File: config.mk
export PLATFORM = sky130hd
export DESIGN_NAME = uart_rx_fifo_param
export DESIGN_NICKNAME = d
export VERILOG_FILES = /design/src/rtl/uart_rx_fifo_param.sv
export SDC_FILE = /design/constraint.sdc
export NUM_CORES = 1
export LEC_CHECK = 0
export CORE_ASPECT_RATIO = 2
export CORE_MARGIN = 2
export CORE_UTILIZATION = 50
export CTS_CLUSTER_DIAMETER = 150
export DETAILED_ROUTE_END_ITERATION = 16
export PLACE_DENSITY = 0.74
export REMOVE_ABC_BUFFERS = 1
export SETUP_SLACK_MARGIN = 0.3
export SLEW_MARGIN = 10
export SYNTH_ARGS = -nofsm -noshare
export SYNTH_HDL_FRONTEND = slang
export SYNTH_SLANG_ARGS = --single-unit
export TNS_END_PERCENT = 1
File: constraint.sdc
create_clock -name clk -period 2 [get_ports clk]
set_input_delay 0.2 -clock clk [delete_from_list [all_inputs] [get_ports clk]]
set_output_delay 0.2 -clock clk [all_outputs]
set_load 0.05 [all_outputs]
File: src/rtl/uart_rx_fifo_param.sv
// -----------------------------------------------------------------------------
// uart_rx_fifo_param
//
// Parametrised UART receiver: a 2-FF synchronised, oversampled serial front end
// feeding a first-word-fall-through receive FIFO. The consumer pops with
// rd_uart and sees the oldest byte on out whenever rx_empty is low.
//
// Parameters
//   DATA_BITS     data bits per frame (5..9), LSB first
//   CLKS_PER_BIT  clk cycles per bit (>= 4); mid-bit sample at CLKS_PER_BIT/2
//   FIFO_DEPTH    receive FIFO entries (power of two, >= 2)
//   PARITY_ODD    0 = even, 1 = odd parity (only with UART_PARITY_EN)
//
// Build option
//   UART_PARITY_EN  when defined, a parity bit follows the data bits and is
//                   checked; a mismatch pulses rxErr instead of pushing.
//
// Ports
//   clk        in   system clock, rising edge
//   reset      in   synchronous, active-low reset
//   rxEnabled  in   1 = receiver active, 0 = state machine held in IDLE
//   rx         in   asynchronous serial input, idles high
//   rd_uart    in   pop strobe, ignored while rx_empty=1
//   out        out  FIFO head, valid while rx_empty=0 (0 when empty)
//   rx_empty   out  FIFO empty
//   full       out  FIFO full
//   rxBusy     out  frame in progress
//   rxErr      out  1-cycle pulse on framing or parity error
//   overrun    out  1-cycle pulse when a good frame is dropped (FIFO full)
// -----------------------------------------------------------------------------
module uart_rx_fifo_param #(
  parameter int DATA_BITS    = 8,
  parameter int CLKS_PER_BIT = 16,
  parameter int FIFO_DEPTH   = 8,
  parameter int PARITY_ODD   = 0
) (
  input  logic                 clk,
  input  logic                 reset,
  input  logic                 rxEnabled,
  input  logic                 rx,
  input  logic                 rd_uart,
  output logic [DATA_BITS-1:0] out,
  output logic                 rx_empty,
  output logic                 full,
  output logic                 rxBusy,
  output logic                 rxErr,
  output logic                 overrun
);

  localparam int CW = $clog2(CLKS_PER_BIT);
  localparam int IW = $clog2(DATA_BITS);
  localparam int AW = $clog2(FIFO_DEPTH);

  localparam logic [CW-1:0] CNT_LAST = CW'(CLKS_PER_BIT - 1);
  localparam logic [CW-1:0] CNT_HALF = CW'(CLKS_PER_BIT / 2 - 1);
  localparam logic [IW-1:0] IDX_LAST = IW'(DATA_BITS - 1);

  typedef enum logic [2:0] {
    S_IDLE,
    S_START,
    S_DATA,
`ifdef UART_PARITY_EN
    S_PARITY,
`endif
    S_STOP,
    S_WAIT_IDLE
  } state_t;

  // ---------------------------------------------------------------------------
  // Input synchroniser. Resets to the idle line level so a reset never looks
  // like a start bit.
  // ---------------------------------------------------------------------------
  logic rx_meta;
  logic rxs;

  // NOTE: sequential state is always updated with non-blocking assignments so
  // every register samples the pre-edge value of its neighbours.
  always_ff @(posedge clk) begin
    if (!reset) begin
      rx_meta <= 1'b1;
      rxs     <= 1'b1;
    end else begin
      rx_meta <= rx;
      rxs     <= rx_meta;
    end
  end

  // ---------------------------------------------------------------------------
  // Receive state machine
  // ---------------------------------------------------------------------------
  state_t               state;
  logic [CW-1:0]        cnt;
  logic [IW-1:0]        idx;
  logic [DATA_BITS-1:0] shreg;
  logic                 push_req;
  logic                 stop_ok;

`ifdef UART_PARITY_EN
  logic par_err;
  assign stop_ok = rxs && !par_err;
`else
  assign stop_ok = rxs;
`endif

  always_ff @(posedge clk) begin
    if (!reset) begin
      state    <= S_IDLE;
      cnt      <= '0;
      idx      <= '0;
      shreg    <= '0;
      push_req <= 1'b0;
      rxErr    <= 1'b0;
`ifdef UART_PARITY_EN
      par_err  <= 1'b0;
`endif
    end else begin
      // Pulses default low and are raised for exactly one cycle below.
      push_req <= 1'b0;
      rxErr    <= 1'b0;

      if (!rxEnabled) begin
        // Disabling mid-frame silently drops the partial frame.
        state <= S_IDLE;
        cnt   <= '0;
        idx   <= '0;
      end else begin
        case (state)
          S_IDLE: begin
            if (!rxs) begin
              state <= S_START;
              cnt   <= '0;
            end
          end

          // Re-check the line at the middle of the start bit; a line that has
          // already returned high was a glitch and is ignored without error.
          S_START: begin
            if (cnt == CNT_HALF) begin
              cnt   <= '0;
              idx   <= '0;
              state <= rxs ? S_IDLE : S_DATA;
            end else begin
              cnt <= cnt + 1'b1;
            end
          end

          // Counter is now phase-aligned to mid-bit: each wrap is a sample.
          S_DATA: begin
            if (cnt == CNT_LAST) begin
              cnt   <= '0;
              shreg <= {rxs, shreg[DATA_BITS-1:1]};
              idx   <= idx + 1'b1;
              if (idx == IDX_LAST) begin
`ifdef UART_PARITY_EN
                state <= S_PARITY;
`else
                state <= S_STOP;
`endif
              end
            end else begin
              cnt <= cnt + 1'b1;
            end
          end

`ifdef UART_PARITY_EN
          // XOR of data and parity bit is 0 for even parity, 1 for odd.
          S_PARITY: begin
            if (cnt == CNT_LAST) begin
              cnt     <= '0;
              par_err <= ((^shreg) ^ rxs) != (PARITY_ODD != 0);
              state   <= S_STOP;
            end else begin
              cnt <= cnt + 1'b1;
            end
          end
`endif

          S_STOP: begin
            if (cnt == CNT_LAST) begin
              cnt <= '0;
              if (stop_ok) begin
                push_req <= 1'b1;
                state    <= S_IDLE;
              end else begin
                rxErr <= 1'b1;
                state <= S_WAIT_IDLE;
              end
            end else begin
              cnt <= cnt + 1'b1;
            end
          end

          // A line stuck low after a bad frame must not retrigger START.
          S_WAIT_IDLE: begin
            if (rxs) state <= S_IDLE;
          end

          default: state <= S_IDLE;
        endcase
      end
    end
  end

  assign rxBusy = (state != S_IDLE);

  // ---------------------------------------------------------------------------
  // Receive FIFO. Pointers carry one extra wrap bit so full and empty can be
  // told apart when the index bits match.
  // ---------------------------------------------------------------------------
  logic [DATA_BITS-1:0] mem [FIFO_DEPTH];
  logic [AW:0]          wptr;
  logic [AW:0]          rptr;
  logic                 do_pop;
  logic                 do_push;

  assign rx_empty = (wptr == rptr);
  assign full     = (wptr[AW] != rptr[AW]) && (wptr[AW-1:0] == rptr[AW-1:0]);

  // A pop while full frees the slot the simultaneous push needs.
  assign do_pop  = rd_uart && !rx_empty;
  assign do_push = push_req && (!full || do_pop);

  // NOTE: the storage array has no reset; only the pointers define which
  // entries are valid, and out is forced to zero while the FIFO is empty.
  always_ff @(posedge clk) begin
    if (do_push) mem[wptr[AW-1:0]] <= shreg;
  end

  always_ff @(posedge clk) begin
    if (!reset) begin
      wptr    <= '0;
      rptr    <= '0;
      overrun <= 1'b0;
    end else begin
      if (do_push) wptr <= wptr + 1'b1;
      if (do_pop)  rptr <= rptr + 1'b1;
      overrun <= push_req && full && !do_pop;
    end
  end

  assign out = rx_empty ? '0 : mem[rptr[AW-1:0]];

endmodule
Word-level counts from Yosys, hierarchy flattened:

Memory sizes are Yosys's and may differ from the RTL's. A register that Yosys moved wholly into a read port is not among the register bits.
Index checks and enable logic that the tools add are counted.
Widths: inputs -> output; s select.

* add/subtract/negate cells: 4
* equal/unequal tests: 16
* mux-type cells: 23
* reduce and logical (&&, ||, !) cells: 20

Operators with widths (number)
* $mux 3: 11
* $pmux 3 s5: 1
* $add 4x1->4 const B: 3
* $mux 4: 3
* $ne 2x2->1 const B: 6
* $pmux 4 s3: 1
* $mux 8: 1
* $eq 3x2->1 const B: 2
* $eq 3x3->1 const B: 2
* $pmux 3 s2: 1
* $reduce_and 3->1: 2
* $reduce_and 6->1: 1
* $reduce_bool 3->1: 2
* $logic_and 1x1->1: 5
* $eq 4x3->1 const B: 1
* $eq 4x4->1: 1
* $eq 4x4->1 const B: 1
* $mux 1: 4
* $reduce_and 2->1: 2
* $reduce_and 4->1: 1
* $add 3x1->3 const B: 1
* $eq 3x1->1 const B: 1
* $eq 3x3->1: 1
* $logic_not 1->1: 3
* 6 further kinds: 6

* bits in registers: 31
* RAM bits: 64
* input bits: 5
* output and inout port bits: 13
* logic and storage cells: 75
* memories kept: 1

Memories
* mem: depth 8, bits a word 8, rd ports 1, clocked after memory_dff 1, write ports 1, line 210 `logic [DATA_BITS-1:0] mem [FIFO_DEPTH];`

Logic depth before layout (Yosys ltp):

Gate-level depths: netlist of run 1.

* depth in word-level cells: 7
* depth in mapped cells: 6
* mapped depth without buffers: 5

Least setup slack after synthesis of run 1:

OpenSTA, ideal clock, no wires.

* kind: register -> output
* start point: reg wptr[0]
* end point: out out[0]
* arrival time: 2.506 ns
* setup slack: -0.706 ns
* stages on the path, launching flop included: 5
* path buffers: 1
* cells stage by stage: dfxtp_1 -> buf_2 -> xor2_2 -> nor4_2 -> nor2_1

* longest elaborated chain between the ends: 2

RTL lines
* from (decl): line 211 `logic [AW:0] wptr;`
* from (signal assigned): line 235 `if (do_push) wptr <= wptr + 1'b1;`
* $eq 4x4->1: line 216 `assign rx_empty = (wptr == rptr);`
* named net rx_empty: line 43 `output logic rx_empty,`
* $mux 8: line 241 `assign out = rx_empty ? '0 : mem[rptr[AW-1:0]];`
* to (decl): line 42 `output logic [DATA_BITS-1:0] out,`

The timed path passes the listed nets, and every way through them passes these cells.

Worst setup path after layout of run 1:

* start point: reg wptr[1]
* end point: out out[4]

* longest elaborated chain between the ends: 2

RTL lines (line)
* $eq 4x4->1: 216
* $mux 8: 241

No other way between the ends.

==> flow_summary_export.csv, run 1 <==
group,metric,value,unit
power,power.density,751.5,mW/mm2
grt,antenna_found_initial,0,
synth,seq_area_frac_synth,63.61,%
final_layout,multi_input_area,0.001530,mm2
power,peakVddDrop,644.5,uV
synth,yosysWarnings,0,
sta,rsz0062_at_grt,"true",
grt,grt_pass1_wl,12270,um
placed_design,port_buffers,17,
clock_tree,cts_htree_levels,3,
route,drc_errors,0,
die,fp.dieH,131.9,um
synth,synth_top_area_cell,"edfxtp_1",
route,drtIter0Drc,64,
clock_tree,cts_sinks,98,
clock_tree,clock_latency,0.33,ns
synth,synthFlopType,"edfxtp_1",
sta,clock_skew,0.005857,ns
final_layout,area_delta_synth_final,23.76,%
route,vias,2358,
clock_tree,postCtsHoldBufs,0,
placed_design,place_ws,-0.2302,ns
synth,ys_seq_elements,98,
hold_path,hold_start,"rx_meta",
route,drtAntennaViolNets,0,
route,drt-total-wl,7939,um
sta,finalSetupViolCount,0,
synth,synth_cell_types,49,
synth,yosysMostFrequentCell,"edfxtp_1",
hold_path,worstHoldPathType,"reg2reg",
synth,netlist_area,0.004091,mm2
synth,netlist_top_cells_count,"64 x edfxtp_1, 34 x dfxtp_1, 30 x nor2_1, 22 x mux2i_1, 16 x mux4_2",
sta,fin_crit_sh,98.83,%
synth,yosys.area.top_type_share,46.97,%
job,max-cap-violations,0,
worst_setup_path,start_kind,"flip-flop",
sta,timing.fmax,505.9,MHz
sta,timing.final.ws_setup,0.02349,ns
route,vias_per_cell,5.628,
grt,grtUsageTotal,19.07,%
sta,setup_tns,0,ns
clock_tree,cts-root-buf,"clkbuf_16",
clock_tree,clock_path_buffers,2,
final_layout,seq_area,0.002615,mm2
synth,synth_edf_count,64,
sta,fin_crit,1.977,ns
sta,tightest_slew,0.5099,ns
final_layout,drive_gt1_share,34.37,%
power,finalPower,3.805,mW
clock_tree,clk_pin_slew,0.06,ns
placed_design,place.gp.congestion,0.8059,
placed_design,hpwl,5402,um
worst_setup_path,worstSetupStartpoint,"wptr[1]",
die,die_x,67.97,um
synth,async_flop_share,0,%
power,power.leakage,1.747,nW
synth,synth_area_per_cell,14.72,um2
final_layout,layout.nets,329,
worst_setup_path,cp.required,1.80,ns
sta,slew_viol_final,0,
route,wire_per_inst,18.95,um
clock_tree,cts_tree,"done",
worst_setup_path,r2r_start,"wptr[0]",
grt,grt_overflow,0,
final_layout,antenna_cells,0,
sta,relSlewSlack,65.96,%
die,core-area,0.007943,mm2
worst_setup_path,crit_fanout,9,
worst_setup_path,crit_arrival,1.78,ns
route,first_pass_iters,4,
run_status,status,"complete, no violations",
die,initial_core_util,51.51,%
final_layout,final.fill_count,579,
sta,hold_viol_final,0,
synth,synth_top_cells_by_area,"edfxtp_1 47%, dfxtp_1 17%, mux4_2 8.8%",
grt,grt_start_max_net_pins,17,
worst_setup_path,end_kind,"output pin",
synth,syn_inst,278,
grt,grt_pass1_vias,2496,
worst_setup_path,rrSetupSlack,0.15,ns
worst_setup_path,criticalPathCategory,"reg2out",
clock_tree,cts_buffers,9,
die,fp-row-count,46,
die,io-pin-count,18,
die,die-area,0.008967,mm2
[report_power, final]
part / switching, mW / internal (mW) / total, mW
Sequential: 0.00318 / 2.13 / 2.13
Combinational: 0.0260 / 0.0180 / 0.0440
Clock: 0.661 / 0.966 / 1.63
[worst max-delay path: stages (launching register included)]
cell and delay [ns]:
dfxtp_1 0.32, buf_4 0.18, xor2_4 0.18, nor4_4 0.35
buf_6 0.20, nor2_2 0.05, buf_6 0.15
[timing repair]
item,CTS,global route
pin swaps,3,13
setup endpoints to repair,52,83
resized for setup,26,39
gates cloned,1,1
buffers inserted,0,5
[routing by layer]
metal / share of wire (%) / track usage, %
met1: 33 / 19.21
met2: 62 / 34.84
met3: 1.6 / 3.330
met4: 2.8 / 10.22
met5: 0 / 0
[worst paths after layout]
kind,depth (start not counted),endpoint
worst max-delay path,6,out[4]
worst min-delay path,1,rxs
worst max register to register,7,mem[1][7]
worst min register to register,1,rxs
[placed cells by master (no fill, tap or decap), types with 2 or more instances in the layout]
cell / count
and3_1: 2
nand3_1: 5
clkbuf_1: 2
a21oi_1: 5
inv_1: 7
a2bb2oi_1: 2
clkdlybuf4s50_1: 6
buf_4: 19
dfxtp_2: 7
or3_1: 4
nor2_2: 10
nor3_4: 3
buf_6: 15
clkbuf_16: 10
a211oi_1: 3
nand2_1: 12
nor2_1: 19
nand4_1: 2
nor3_1: 4
nand2b_1: 7
ha_1: 4
xor2_4: 3
a21oi_2: 2
nor2_4: 2
dfxtp_1: 26
mux2i_1: 21
mux4_2: 16
buf_12: 3
edfxtp_1: 64
xnor2_1: 4
[kinds of logic (layout without fill, tap and decap cells)]
logic type,Yosys count,in the layout,synth area share [%]
xor gates and xnor gates,9,9,2.294
DFF,98,98,63.61
muxes,39,39,14.46
and+or+nand+nor,78,78,9.633
buffers and inverters,24,69,2.997
AOI/OAI and AO/OA,25,25,5.474
adders and majority gates,5,5,1.529
[flip-flops by register name, summed over array words and instances (netlist names), 3 cells and up, named ones only]
register  cells
idx           3
rptr          4
mem          64
wptr          4
state         3
shreg         8
cnt           4
[through the flow]
stage | std cells | util, % | hold slack [ns] | cell area (um2)
global route | 419 | 63.75 | 0.4368 | 5064
global placement | 397 | 56.24 | 0.3910 | 4467
CTS | 413 | 61.06 | 0.4162 | 4850
floorplan | 262 | - | 0.2730 | 3999
finish | 419 | 63.75 | 0.4123 | 5064
detailed placement | 397 | 56.24 | 0.4020 | 4467
[cell type report]
type / count / area share (%)
inverter: 8 / 0.5930
sequential: 98 / 51.64
tap: 96 / 2.372
clock buffer: 11 / 4.596
multi-input combinational: 156 / 30.22
clock inverter: 4 / 1.038
timing repair buffer: 46 / 9.538
No activity file was read; power rests on OpenSTA's default activity.
==> inputs of run 2 (changes only) <==
CORE_MARGIN = 1   (was 2)
CTS_CLUSTER_DIAMETER = not set   (was 150)
==> run 2 against run 1 <==
Via count shrank 1.2%. Critical path depth shrank 1. Flip-flop and latch count unchanged. The flow now finishes with violations (negative setup slack). Critical endpoint is now out[1]. Register-to-register slack better by 0.18 ns. Hold slack got worse by 0.0014 ns. Global-route usage grew 0.93 points. Non-clock buffer count is 6 lower. Maximum frequency decreased by 3.1%. Clock power fell by 4%. Wire length shrank 1.8%. Largest power group unchanged.
==> flow_summary_export.csv, run 2 (synthesis results as in run 1) <==
group,metric,value,unit
die,fp-row-count,46,
worst_setup_path,start_kind,"flip-flop",
grt,grt_pass1_vias,2327,
route,vias_per_cell,5.628,
sta,clock_skew,0.008705,ns
route,drc_errors,0,
worst_setup_path,crit_arrival,1.84,ns
grt,grtUsageTotal,20.00,%
clock_tree,cts_buffers,9,
final_layout,largest_reg_flops,64,
final_layout,layout.nets,323,
clock_tree,cts_sinks,98,
hold_path,worstHoldPathType,"reg2reg",
clock_tree,cts_tree,"done",
sta,fin_crit_sh,102.0,%
worst_setup_path,cp.required,1.80,ns
sta,hold_viol_final,0,
final_layout,final_cell_mix,"64 x edfxtp_1, 28 x nor2_1, 28 x dfxtp_1",
clock_tree,cts_setup_buffers,0,
route,wire_per_inst,18.84,um
final_layout,final_cells,414,
route,drtIter0Drc,90,
grt,antenna_found_initial,0,
power,power.leakage,1.699,nW
sta,timing.fmax,490.2,MHz
grt,grt_pass1_wl,11840,um
grt,use_met3,3.584,%
clock_tree,clock_path_buffers,2,
clock_tree,clk_pin_slew,0.06,ns
sta,relSlewSlack,56.46,%
worst_setup_path,crit_fanout,8,
power,peakVddDrop,527.6,uV
sta,tightest_slew,0.6496,ns
route,first_pass_iters,4,
die,core-area,0.007943,mm2
final_layout,drive_gt1_share,29.25,%
route,drtAntennaViolNets,0,
sta,finalSetupViolCount,3,
grt,top_usage_layer,"met2",
sta,fin_crit,2.040,ns
clock_tree,cts_htree_levels,3,
grt,grtUsageMet1,18.13,%
final_layout,mostFrequentLayoutCell,"edfxtp_1",
sta,timing.final.ws_setup,-0.04006,ns
grt,grt_use_met2,40.22,%
die,io-pin-count,18,
die,initial_core_util,51.51,%
placed_design,port_buffers,17,
worst_setup_path,criticalPathCategory,"reg2out",
placed_design,hpwl,5420,um
final_layout,area_delta_synth_final,20.00,%
route,drt-total-wl,7798,um
grt,grt_overflow,0,
sta,slew_viol_final,0,
route,vias,2330,
placed_design,place.gp.congestion,0.8034,
final_layout,antenna_cells,0,
job,max-cap-violations,0,
final_layout,final.fill_count,611,
run_status,violations,"negative setup slack",
placed_design,place_ws,-0.2111,ns
die,die-area,0.008571,mm2
die,die_x,65.97,um
clock_tree,clock_latency,0.34,ns
power,power.density,761.1,mW/mm2
run_status,status,"finished with violations",
worst_setup_path,end_kind,"output pin",
grt,grt_start_max_net_pins,17,
final_layout,final_area,0.004910,mm2
clock_tree,cts-root-buf,"clkbuf_16",
die,fp.dieH,129.9,um
final_layout,post-route-util,61.81,%
placed_design,placed_area,0.004464,mm2
placed_design,dp.cells,397,
sta,rsz0062_at_grt,"true",
[run 2: critical path, cell delays in order (launching register included)]
cell	delay, ns
dfxtp_4	0.40
buf_12	0.15
mux4_2	0.55
mux2i_1	0.18
nor2_1	0.07
buf_6	0.15
[run 2: final cells by class]
| cell class | instances | area, um2 | share of cell area, % |
|---|---|---|---|
| Clock inverter | 6 | 42.54 | 0.8665 |
| Clock buffer | 10 | 229.0 | 4.664 |
| Inverter | 8 | 32.53 | 0.6626 |
| Tap cell | 96 | 120.1 | 2.446 |
| Multi-Input combinational cell | 156 | 1466 | 29.87 |
| Timing Repair Buffer | 40 | 406.6 | 8.282 |
| Sequential cell | 98 | 2613 | 53.21 |
[run 2: layer usage]
metal	part of all wire (%)	vias up
met3	2.3	14
li1	-	1117
met2	62	41
met1	33	1158
met5	0	-
met4	2.4	0
[run 2: repair_timing]
| action | 4_1_cts | 5_1_grt |
|---|---|---|
| setup endpoints to repair | 57 | 72 |
| hold buffers | 0 | 0 |
| pin swaps | 0 | 4 |
| resized for setup | 20 | 15 |
| gates cloned | 1 | 0 |
[run 2: worst paths after layout]
path | slack (ns) | to | startpoint | cells past startpoint
hold / removal | 0.41 | rxs | rx_meta | 1
hold reg to reg | 0.41 | rxs | rx_meta | 1
setup / recovery | -0.04 | out[1] | flip-flop | 5
setup reg to reg | 0.33 | wptr[1] | rptr[0] | 5
[run 2: through the flow]
stage / hold WS, ns / TNS, ns / power, mW
after global routing: 0.4484 / -0.5043 / 3.826
final: 0.4109 / -0.05401 / 3.737
after floorplan: 0.2730 / -6.906 / 2.195
after CTS: 0.4130 / -0.2144 / 3.755
after detailed placement: 0.4038 / -4.991 / 2.219
after global placement: 0.3936 / -3.752 / 2.219
[run 2: power breakdown]
group / switching (mW) / internal, mW
combinational: 0.0235 / 0.0167
sequential: 0.00309 / 2.13
clock: 0.719 / 0.845
==> inputs of run 3 (changes only) <==
CAP_MARGIN = 10   (was not set)
==> results of run 3 <==
Final layout, timing and power as in run 2 (identical DEF).
